File: config.mk
export PLATFORM = sky130hd
export DESIGN_NAME = bcd3_seg_scan
export DESIGN_NICKNAME = d
export VERILOG_FILES = /design/src/rtl/bcd3_seg_scan_pkg.sv /design/src/rtl/bcd3_seg_scan_bcd_to_seg7.sv /design/src/rtl/bcd3_seg_scan.sv
export SDC_FILE = /design/constraint.sdc
export NUM_CORES = 1
export LEC_CHECK = 0
export BUFFER_PORTS_ARGS = -buffer_cell sky130_fd_sc_hd__buf_2
export CORE_MARGIN = 3
export CORE_UTILIZATION = 48
export DETAILED_ROUTE_END_ITERATION = 8
export GPL_ROUTABILITY_DRIVEN = 0
export PLACE_DENSITY = 0.73
export SKIP_LAST_GASP = 1
export SLEW_MARGIN = 15
export SYNTH_ARGS = -nofsm -noshare
export SYNTH_HDL_FRONTEND = slang
export SYNTH_SLANG_ARGS = --single-unit
File: constraint.sdc
create_clock -name clk -period 2 [get_ports clk]
set_input_delay 0.4 -clock clk [delete_from_list [all_inputs] [get_ports clk]]
set_output_delay 0.4 -clock clk [all_outputs]
set_load 0.01 [all_outputs]
File: src/rtl/bcd3_seg_scan_pkg.sv
// rtl/bcd3_seg_scan_pkg.sv - shared scan states and segment/digit constants
package bcd3_seg_scan_pkg;

    typedef enum logic [1:0] {
        S_UNI = 2'd0,
        S_TEN = 2'd1,
        S_HUN = 2'd2
    } scan_state_t;

    localparam logic [6:0] SEG_DASH = 7'h40;
    localparam logic [6:0] SEG_OFF  = 7'h00;

    localparam logic [2:0] AN_UNI = 3'b001;
    localparam logic [2:0] AN_TEN = 3'b010;
    localparam logic [2:0] AN_HUN = 3'b100;
    localparam logic [2:0] AN_OFF = 3'b000;

endpackage

File: src/rtl/bcd3_seg_scan_bcd_to_seg7.sv
// rtl/bcd3_seg_scan_bcd_to_seg7.sv - 4-bit code to active-high 7-segment pattern
module bcd_to_seg7
    import bcd3_seg_scan_pkg::*;
(
    input  logic [3:0] code,
    output logic [6:0] seg
);

    always_comb begin
        case (code)
            4'd0:    seg = 7'h3F;
            4'd1:    seg = 7'h06;
            4'd2:    seg = 7'h5B;
            4'd3:    seg = 7'h4F;
            4'd4:    seg = 7'h66;
            4'd5:    seg = 7'h6D;
            4'd6:    seg = 7'h7D;
            4'd7:    seg = 7'h07;
            4'd8:    seg = 7'h7F;
            4'd9:    seg = 7'h6F;
            default: seg = SEG_DASH;
        endcase
    end

endmodule

File: src/rtl/bcd3_seg_scan.sv
// rtl/bcd3_seg_scan.sv - three-digit BCD display scanner with frame snapshot
module bcd3_seg_scan
    import bcd3_seg_scan_pkg::*;
#(
    parameter int SCAN_DIV   = 4,
    parameter int ACTIVE_LOW = 0,
    parameter int BLANK_LZ   = 1
) (
    input  logic       clk,
    input  logic       rst,
    input  logic       en,
    input  logic [3:0] hun_i,
    input  logic [3:0] ten_i,
    input  logic [3:0] uni_i,
    output logic [6:0] seg_o,
    output logic [2:0] an_o,
    output logic       frame_o
);

    localparam int PW = $clog2(SCAN_DIV);
    localparam logic [PW-1:0] PRE_MAX = PW'(SCAN_DIV - 1);
    localparam logic [6:0] SEG_POL = (ACTIVE_LOW != 0) ? 7'h7F : 7'h00;
    localparam logic [2:0] AN_POL  = (ACTIVE_LOW != 0) ? 3'b111 : 3'b000;

    logic [PW-1:0] presc;
    scan_state_t   state, state_nxt;
    logic [3:0]    snap_hun, snap_ten, snap_uni;
    logic          load_pending;
    logic          tick, load;
    logic [3:0]    code;
    logic [6:0]    seg_raw, seg_nxt;
    logic [2:0]    an_sel, an_nxt;
    logic          blank;

    assign tick = en && (presc == PRE_MAX);
    // Reload at the first enabled cycle after reset and at every frame wrap
    assign load = (en && load_pending) || (tick && (state == S_HUN));

    always_comb begin
        state_nxt = state;
        code      = snap_uni;
        an_sel    = AN_UNI;
        blank     = 1'b0;
        case (state)
            S_UNI: begin
                state_nxt = S_TEN;
            end
            S_TEN: begin
                state_nxt = S_HUN;
                code      = snap_ten;
                an_sel    = AN_TEN;
                blank     = (BLANK_LZ != 0) && (snap_hun == 4'd0) && (snap_ten == 4'd0);
            end
            S_HUN: begin
                state_nxt = S_UNI;
                code      = snap_hun;
                an_sel    = AN_HUN;
                blank     = (BLANK_LZ != 0) && (snap_hun == 4'd0);
            end
            default: begin
                state_nxt = S_UNI;
            end
        endcase
    end

    bcd_to_seg7 u_dec (
        .code (code),
        .seg  (seg_raw)
    );

    assign seg_nxt = (en && !blank) ? seg_raw : SEG_OFF;
    assign an_nxt  = en ? an_sel : AN_OFF;

    always_ff @(posedge clk or posedge rst) begin
        if (rst) begin
            presc        <= '0;
            state        <= S_UNI;
            snap_hun     <= 4'd0;
            snap_ten     <= 4'd0;
            snap_uni     <= 4'd0;
            load_pending <= 1'b1;
            seg_o        <= SEG_OFF ^ SEG_POL;
            an_o         <= AN_OFF ^ AN_POL;
            frame_o      <= 1'b0;
        end else begin
            if (tick) begin
                presc <= '0;
                state <= state_nxt;
            end else if (en) begin
                presc <= presc + 1'b1;
            end
            if (load) begin
                snap_hun     <= hun_i;
                snap_ten     <= ten_i;
                snap_uni     <= uni_i;
                load_pending <= 1'b0;
            end
            frame_o <= load;
            seg_o   <= seg_nxt ^ SEG_POL;
            an_o    <= an_nxt ^ AN_POL;
        end
    end

endmodule

==> results of run 1 <==
==> routing by layer <==
| metal | part of all wire | routed length [um] | vias up |
|---|---|---|---|
| met1 | 0.43 | 1170 | 448 |
| met3 | 0.058 | 156 | 4 |
| met4 | 0.017 | 46 | 0 |
| met5 | 0 | 0 | - |
| li1 | - | - | 454 |
| met2 | 0.49 | 1320 | 38 |
==> what timing repair did <==
action                     4_1_cts  5_1_grt
resized for setup                7       13
pin swaps                        2        6
setup buffers                    2        3
setup endpoints to repair        7        7
==> worst max path at each step <==
| stage | cells past startpoint | to | slack (ns) |
|---|---|---|---|
| after floorplan | 8 | seg_o[0] | 0.002 |
| after global placement | 7 | seg_o[2] | 0.01 |
| after detailed placement | 10 | seg_o[4] | -0.07 |
| after CTS | 9 | seg_o[0] | -0.004 |
| after global routing | 7 | seg_o[3] | -0.06 |
| final | 7 | seg_o[3] | 0.007 |
==> synth_stat cells <==
library cell and n:
a22oi_1 1, ha_1 9, buf_2 2, mux2_2 19
mux2i_4 1, a311oi_1 1, mux2i_1 1, nand3b_1 1
o41ai_4 1, nand2_1 4, a21oi_1 4, a21o_1 1
buf_6 1, nor2b_1 1, o21a_1 1, nor4_1 1
inv_2 1, a22o_1 2, o21ba_2 1, o21ai_0 1
dfrtp_1 27, and2_1 2, o211ai_1 1, dfstp_2 1
or3_4 1, a21oi_2 1, mux2i_2 1, nor2_1 3
and2b_2 1, nor3_2 1, inv_1 6, a211oi_1 3
a22o_2 1
==> through the flow <==
| step | instance area [um2] | utilization |
|---|---|---|
| final | 1760 | 0.681 |
| after global placement | 1620 | 0.624 |
| after floorplan | 1370 | - |
| after detailed placement | 1620 | 0.624 |
| after CTS | 1680 | 0.648 |
| after global routing | 1760 | 0.681 |
==> critical path, stage by stage, from the launching register on <==
cell and delay [ns]:
dfrtp_1 0.44, inv_2 0.10, ha_4 0.30, mux2i_1 0.20, buf_4 0.16, ha_1 0.25, mux2_4 0.28, a211oi_2 0.18
==> flip-flops by register name, summed over array words and instances (netlist names) <==
register      cells
load_pending      1
seg_o             7
frame_o           1
snap_ten          4
state             2
an_o              3
presc             2
snap_hun          4
snap_uni          4
==> power groups by stage <==
stage | registers, mW | clock network, mW | logic (mW)
floorplan | 0.974 | 0 | 1.04
global placement | 0.950 | 0 | 1.52
detailed placement | 0.966 | 0 | 1.58
CTS | 0.953 | 0.250 | 1.67
global route | 0.980 | 0.269 | 2.10
finish | 0.955 | 0.240 | 1.94
==> area by class of cell <==
cell class              count  area [um2]
clock buffers               4        26.3
repair buffers             42         277
multi-input cells          65         696
inverters                   7        26.3
flip-flops and latches     28         702
well taps                  30        37.5
fillers                   181         826
==> cell families (layout without fill, tap and decap cells) <==
kind of cell	count (synthesis)	after routing
fa+ha+maj	9	9
simple gates	15	15
mux	22	22
flops	28	28
compound gates	19	19
buf+inv	10	53
==> reports/results.txt, run 1 <==
status: complete, no violations
Reg clk slew, reported paths: 0.16 ns
Die Wd: 59.5 um
number of CTS-inserted buffers: 3
met3 Track Usage GR: 0.0392
Die H: 59.5 um
Setup crit end kind: register
Leak: 0.875 nW
final worst clock skew: 0.0200 ns
hold_buf cts: 0
DRT Wirelength: 2.70 mm
Max Cap Violations: 0
critical path fanouts, max: 5
DR DRC count: 0
Final Non-Filler Cells: 176
Clock Power Share: 0.077
Final nets: 171
Syn Std Cell Area: 1370 um2
via/cell ratio: 5.36
mux cell area share after synthesis: 0.190
Hold Violations, Final: 0
unrepaired setup endpoints after global routing: true
n_diodes: 0
clock tree sinks: 28
Synth area leader: dfrtp_1
Longest Clk Path Bufs: 2
Int Power: 1.93 mW
largest family of logic cells by synthesized area: multiplexers
Setup TNS Final: 0 ns
simple-gate share of the synthesized area: 0.0648
maximum clock rate: 0.502 GHz
commonest non-fill, non-tap cells in the layout: 27 x dfrtp_1, 25 x buf_2, 18 x mux2_2, 13 x buf_4
Worst-Skew Late Latency: 0.33 ns
worst slew pin tran: 0.345 ns
drt pass-1 iters: 4
Setup violations, final: 0
commonest non-fill, non-tap cell in the layout: dfrtp_1
CTS tree: yes
Final Max Tran Viols: 0
R2R depth: 7
Post-Synthesis Cells: 103
Peak VDD IR: 1.20 mV
# rows: 18
gr ovfl total: 0
Post-Place Worst Slack: -0.0726 ns
WHS: 0.102 ns
global-route wire length before repair: 4.34 mm
sequential-to-total area share from yosys stat: 0.512
vias in the first global route: 968
crit path time final: 1.99 ns
XOR/XNOR Fraction of Synth Area: 0
Netlist cell types: 33
power per cell area: 1780 nW/um2
Ys Warns: 0
wire per inst: 15.3 um
initial core utilization: 0.529
Worst Setup Start Kind: register
drt initial violations: 19
Critical Path Source: state[1]
switching portion of total power: 0.385
antenna violations before repair: 0
Yosys reg bits: 28
Adder-Cell Fraction of Synth Area: 0.0821
via count: 944
placed instance count: 167
Compound-Gate Fraction of Synth Area: 0.117
post-DP HPWL: 1.90 mm
share of the synthesized area in the top cell type: 0.493
switching pwr: 1.21 mW
Syn-to-layout area delta: 28.6%
share of cells above drive strength 1: 0.589
worst min path class: input pin to asynchronous set/reset pin
Total GRT Usage: 0.166
Post-DRT Antenna Nets: 0
setup slack, reg-to-reg: 0.007 ns
I/O Buffers: 25
largest net degree at the start of global routing: 29
reg2reg start: state[1]
Synth Net Count: 127
met2 Track Usage GR: 0.279
Worst R2R End: seg_o[3]
top cells by area, synth: dfrtp_1 49%, mux2_2 16%, ha_1 8.2%, o41ai_4 2.0%, dfstp_2 1.9%
GR peak layer: met2
met1 Use GR: 0.203
WP data arrival: 2.25 ns
Setup WS post-layout: 0.00706 ns
die area: 3530 um2
Power Total: 3.14 mW
sequential share of power: 0.305
syn avg cell area: 13.3 um2
Slew headroom: 0.768
CTS H-tree lvls: 1
root buf cell: clkbuf_4
I/O pins: 26
final cycle utilization of the critical path: 0.996
core box area: 2590 um2
CP Class: register to register
Combinational Power Share: 0.619
worst path required time: 2.26 ns
Power figures use the tool's default switching activity.
==> run 2, diff against run 1 <==
--- a/config.mk
+++ b/config.mk
@@ -5,12 +5,13 @@
 export SDC_FILE = /design/constraint.sdc
 export NUM_CORES = 1
 export LEC_CHECK = 0
+export ABC_AREA = 1
 export BUFFER_PORTS_ARGS = -buffer_cell sky130_fd_sc_hd__buf_2
 export CORE_MARGIN = 3
-export CORE_UTILIZATION = 48
+export CORE_UTILIZATION = 54
 export DETAILED_ROUTE_END_ITERATION = 8
 export GPL_ROUTABILITY_DRIVEN = 0
-export PLACE_DENSITY = 0.73
+export PLACE_DENSITY = 0.78
 export SKIP_LAST_GASP = 1
 export SLEW_MARGIN = 15
 export SYNTH_ARGS = -nofsm -noshare
==> constraint.sdc (replaced) <==
create_clock -name clk -period 2.2 [get_ports clk]
set_input_delay 0.44 -clock clk [delete_from_list [all_inputs] [get_ports clk]]
set_output_delay 0.44 -clock clk [all_outputs]
set_load 0.01 [all_outputs]
==> reports/results.txt, run 2 <==
Yosys reg bits: 28
sequential-to-total area share from yosys stat: 0.480
Worst Setup Start Kind: register
CP Class: register to register
Synth area leader: dfrtp_1
Core Util, Final: 0.656
Reg clk slew, reported paths: 0.15 ns
I/O pins: 26
post-DP HPWL: 2.02 mm
drt pass-1 iters: 5
Syn Std Cell Area: 1460 um2
Ys Warns: 0
Hold Violations, Final: 0
top cells by area, synth: dfrtp_1 46%, nand2_1 12%, ha_1 7.7%, inv_1 6.7%, nor2_1 5.4%
share of the synthesized area in the top cell type: 0.462
post-CTS setup buffers: 0
global-route wire length before repair: 4.80 mm
Max Cap Violations: 0
Setup violations, final: 0
n_diodes: 0
WHS: 0.0926 ns
Post-Place Worst Slack: 0.188 ns
Die Wd: 58.0 um
Layout fillers: 225
number of CTS-inserted buffers: 3
root buf cell: clkbuf_4
vias in the first global route: 1134
worst path required time: 2.48 ns
Peak VDD IR: 1.14 mV
maximum clock rate: 0.515 GHz
status: complete, no violations
drt initial violations: 44
Slew headroom: 0.675
Post-DRT Antenna Nets: 0
Post-Synthesis Cells: 170
Setup WS post-layout: 0.260 ns
# rows: 18
final worst clock skew: 0.00442 ns
Setup crit end kind: register
Synth top cells by count: 46 x nand2_1, 27 x dfrtp_1, 26 x inv_1
met3 Track Usage GR: 0.0223
initial core utilization: 0.579
power per cell area: 1640 nW/um2
CTS H-tree lvls: 1
Post-synth EDFFs: 0
via/cell ratio: 4.98
worst slew pin tran: 0.487 ns
Total GRT Usage: 0.183
commonest non-fill, non-tap cells in the layout: 46 x nand2_1, 27 x dfrtp_1, 26 x inv_1, 25 x buf_2, 21 x nor2_1
DR DRC count: 0
clock tree sinks: 28
CTS tree: yes
GR peak layer: met2
Setup TNS Final: 0 ns
Die H: 58.0 um
met2 Track Usage GR: 0.321
WP data arrival: 2.22 ns
Netlist cell types: 19
via count: 1135
gr ovfl total: 0
async set-reset flop share out of synthesis: 1.00
Synth Net Count: 194
max reg flops: 7
critical path fanouts, max: 6
Worst-Skew Late Latency: 0.33 ns
met1 Use GR: 0.227
Final Max Tran Viols: 0
Top FF cell, synth: dfrtp_1
DRT Wirelength: 2.68 mm
unrepaired setup endpoints after global routing: false
largest net degree at the start of global routing: 27
share of cells above drive strength 1: 0.263
wire per inst: 11.7 um
core box area: 2520 um2
most common cell in the netlist: nand2_1
die area: 3370 um2
antenna violations before repair: 0
Leak: 0.919 nW
I/O Buffers: 25
final cycle utilization of the critical path: 0.882
Syn-to-layout area delta: 13.3%
Final nets: 223
syn avg cell area: 8.60 um2
Largest Register: seg_o
commonest non-fill, non-tap cell in the layout: nand2_1
crit path time final: 1.94 ns
worst min path class: input pin to asynchronous set/reset pin
Longest Clk Path Bufs: 2
-- run 2: path summary, 6_finish.rpt --
| check | from | endpoint | slack (ns) | cells after the start |
|---|---|---|---|---|
| min reg2reg | presc[0] | presc[0] | 0.50 | 1 |
| max | state[0] | seg_o[3] | 0.26 | 12 |
| max in group asynchronous | rst | snap_uni[0] | 1.52 | 3 |
| max reg2reg | state[0] | seg_o[3] | 0.26 | 12 |
| min | rst | presc[0] | 0.09 | 2 |
| min in group clk | ten_i[2] | snap_ten[2] | 0.30 | 3 |
-- run 2: routing by layer --
metal / vias up / share of wire
met5: - / 0
li1: 568 / -
met4: 0 / 0.025
met1: 522 / 0.41
met3: 7 / 0.057
met2: 38 / 0.50
-- run 2: critical path, stage by stage (launching register included) --
cell	delay (ns)
dfrtp_1	0.44
inv_1	0.16
ha_2	0.26
nand2_1	0.06
nand2_1	0.07
nand2_1	0.04
o21ai_0	0.10
inv_1	0.11
ha_1	0.29
nand3b_1	0.15
inv_1	0.07
nor2_1	0.04
nor2_1	0.08
-- run 2: where the power goes --
part | internal [mW] | switching, mW | leakage (nW) | total (mW)
registers | 0.746 | 0.0976 | 0.346 | 0.844
clock network | 0.101 | 0.154 | 0.0210 | 0.255
logic | 0.616 | 1.00 | 0.552 | 1.62
-- run 2: kinds of logic after synthesis --
group / count (synthesis) / synth area share
and+or+nand+nor: 81 / 0.236
buffers and inverters: 32 / 0.107
DFF: 28 / 0.480
AOI/OAI and AO/OA: 20 / 0.0993
adders and majority gates: 9 / 0.0771
-- run 2: final cells by class --
type	count	area, um2	share of cell area
well taps	30	37.5	0.0227
clock buffers	4	36.3	0.0219
repair buffers	28	148	0.0892
multi-input cells	110	621	0.375
inverters	28	111	0.0673
flip-flops and latches	28	702	0.424
-- run 2: timing repair --
item	in CTS	in global routing
hold buffers	0	0
gates resized for setup	0	4
endpoints found under the setup margin	0	5
-- run 2: stage by stage --
stage | total power, mW | instances | cell area [um2]
after floorplan | 2.08 | 170 | 1460
after global placement | 2.33 | 224 | 1600
after detailed placement | 2.41 | 224 | 1600
after CTS | 2.66 | 228 | 1640
after global routing | 3.03 | 228 | 1660
final | 2.72 | 228 | 1660
==> run 3, diff against run 2 <==
--- a/config.mk
+++ b/config.mk
@@ -8,10 +8,10 @@
 export ABC_AREA = 1
 export BUFFER_PORTS_ARGS = -buffer_cell sky130_fd_sc_hd__buf_2
 export CORE_MARGIN = 3
-export CORE_UTILIZATION = 54
+export CORE_UTILIZATION = 49
 export DETAILED_ROUTE_END_ITERATION = 8
 export GPL_ROUTABILITY_DRIVEN = 0
-export PLACE_DENSITY = 0.78
+export PLACE_DENSITY = 0.74
 export SKIP_LAST_GASP = 1
 export SLEW_MARGIN = 15
 export SYNTH_ARGS = -nofsm -noshare
==> constraint.sdc (replaced) <==
create_clock -name clk -period 1.7 [get_ports clk]
set_input_delay 0.34 -clock clk [delete_from_list [all_inputs] [get_ports clk]]
set_output_delay 0.34 -clock clk [all_outputs]
set_load 0.01 [all_outputs]
==> reports/results.txt, run 3 (synthesis gave the netlist of run 2 again) <==
final worst clock skew: 0.00348 ns
I/O Buffers: 25
wire per inst: 12.2 um
initial core utilization: 0.521
number of CTS-inserted buffers: 3
global-route wire length before repair: 4.84 mm
unrepaired setup endpoints after global routing: true
post-DP HPWL: 1.97 mm
vias in the first global route: 1139
Final Non-Filler Cells: 239
setup slack, reg-to-reg: -0.03 ns
Power Total: 4.50 mW
Worst Setup Start Kind: register
worst slew pin tran: 0.499 ns
CP Class: register to register
Post-Place Cell Area: 1700 um2
Critical Path Source: state[0]
drt initial violations: 38
WP data arrival: 1.98 ns
Final Max Tran Viols: 0
via/cell ratio: 4.92
Post-DRT Antenna Nets: 0
drt pass-1 iters: 4
via count: 1177
final cycle utilization of the critical path: 1.02
hold_buf cts: 0
root buf cell: clkbuf_4
commonest non-fill, non-tap cell in the layout: nand2_1
reg2reg start: state[0]
clock tree sinks: 28
I/O pins: 26
worst min path class: input pin to asynchronous set/reset pin
# rows: 19
maximum clock rate: 0.579 GHz
Final nets: 233
Peak VDD IR: 1.23 mV
Leak: 1.00 nW
crit path time final: 1.73 ns
Hold Violations, Final: 0
Setup WS post-layout: -0.0273 ns
die area: 3670 um2
Worst-Skew Late Latency: 0.34 ns
commonest non-fill, non-tap cells in the layout: 38 x nand2_1, 27 x dfrtp_1, 25 x buf_2, 21 x inv_1, 20 x nor2_1
CTS tree: yes
DRT Wirelength: 2.91 mm
Slew headroom: 0.664
final instance area: 1910 um2
gr ovfl total: 0
R2R depth: 11
Longest Clk Path Bufs: 2
Setup violations, final: 6
Syn-to-layout area delta: 30.7%
status: finished, violations left
critical path fanouts, max: 7
Post-Place Worst Slack: -0.0442 ns
max reg flops: 7
largest net degree at the start of global routing: 29
share of cells above drive strength 1: 0.404
antenna violations before repair: 0
failing checks: negative setup slack
Reg clk slew, reported paths: 0.14 ns
CTS H-tree lvls: 1
worst path required time: 1.95 ns
Die Wd: 60.6 um
Setup crit end kind: register
Die H: 60.6 um
Worst R2R End: seg_o[2]
Max Cap Violations: 0
placed instance count: 230
core box area: 2810 um2
CP Capture Point: seg_o[2]
Layout fillers: 219
power per cell area: 2350 nW/um2
Total GRT Usage: 0.175
Setup TNS Final: -0.0998 ns
Largest Register: seg_o
DR DRC count: 0
n_diodes: 0
[run 3: worst max-delay path, cell delays in order (launching register included)]
cell	delay (ns)
dfrtp_1	0.43
inv_2	0.09
ha_4	0.36
clkinv_4	0.07
nand2_4	0.07
nand2_4	0.06
buf_6	0.12
buf_4	0.13
nand2_2	0.05
nand2_2	0.07
nand3_4	0.11
nor2_1	0.06
[run 3: layer usage]
| layer | vias to the layer above | wire length, um | GRT usage |
|---|---|---|---|
| met5 | - | 0 | 0 |
| met1 | 545 | 1250 | 0.215 |
| met3 | 5 | 108 | 0.0234 |
| li1 | 598 | - | - |
| met4 | 0 | 61 | 0.0960 |
| met2 | 29 | 1490 | 0.298 |
[run 3: worst min path at each step]
| stage | from | endpoint | slack (ns) | cells after the start |
|---|---|---|---|---|
| after global placement | rst | presc[0] | 0.41 | 3 |
| after floorplan | rst | an_o[0] | 0.40 | 1 |
| after detailed placement | rst | an_o[2] | 0.42 | 3 |
| final | rst | seg_o[0] | 0.03 | 3 |
| after CTS | rst | presc[0] | 0.04 | 3 |
| after global routing | rst | seg_o[0] | 0.05 | 3 |
[run 3: final cells by class]
cell class,count,area [um2],share of cell area
Clock buffer,4,36.3,0.0190
Inverter,28,118,0.0616
Multi-Input combinational cell,110,768,0.402
Sequential cell,28,702,0.368
Tap cell,31,38.8,0.0203
Timing Repair Buffer,38,246,0.129
[run 3: where the power goes]
part | internal (mW) | switching (mW)
Combinational | 1.31 | 1.75
Sequential | 0.966 | 0.144
Clock | 0.132 | 0.196
[run 3: what timing repair did]
item                                    4_1_cts  5_1_grt
endpoints found under the setup margin        5        7
buffers inserted                              4        1
pin swaps                                     8        7
gates resized for setup                      13       17
[run 3: per-stage QoR]
| stage | hold slack, ns | util |
|---|---|---|
| after global placement | 0.412 | 0.604 |
| after CTS | 0.0431 | 0.652 |
| after floorplan | 0.405 | - |
| after global routing | 0.0487 | 0.681 |
| after detailed placement | 0.420 | 0.604 |
| final | 0.0264 | 0.681 |
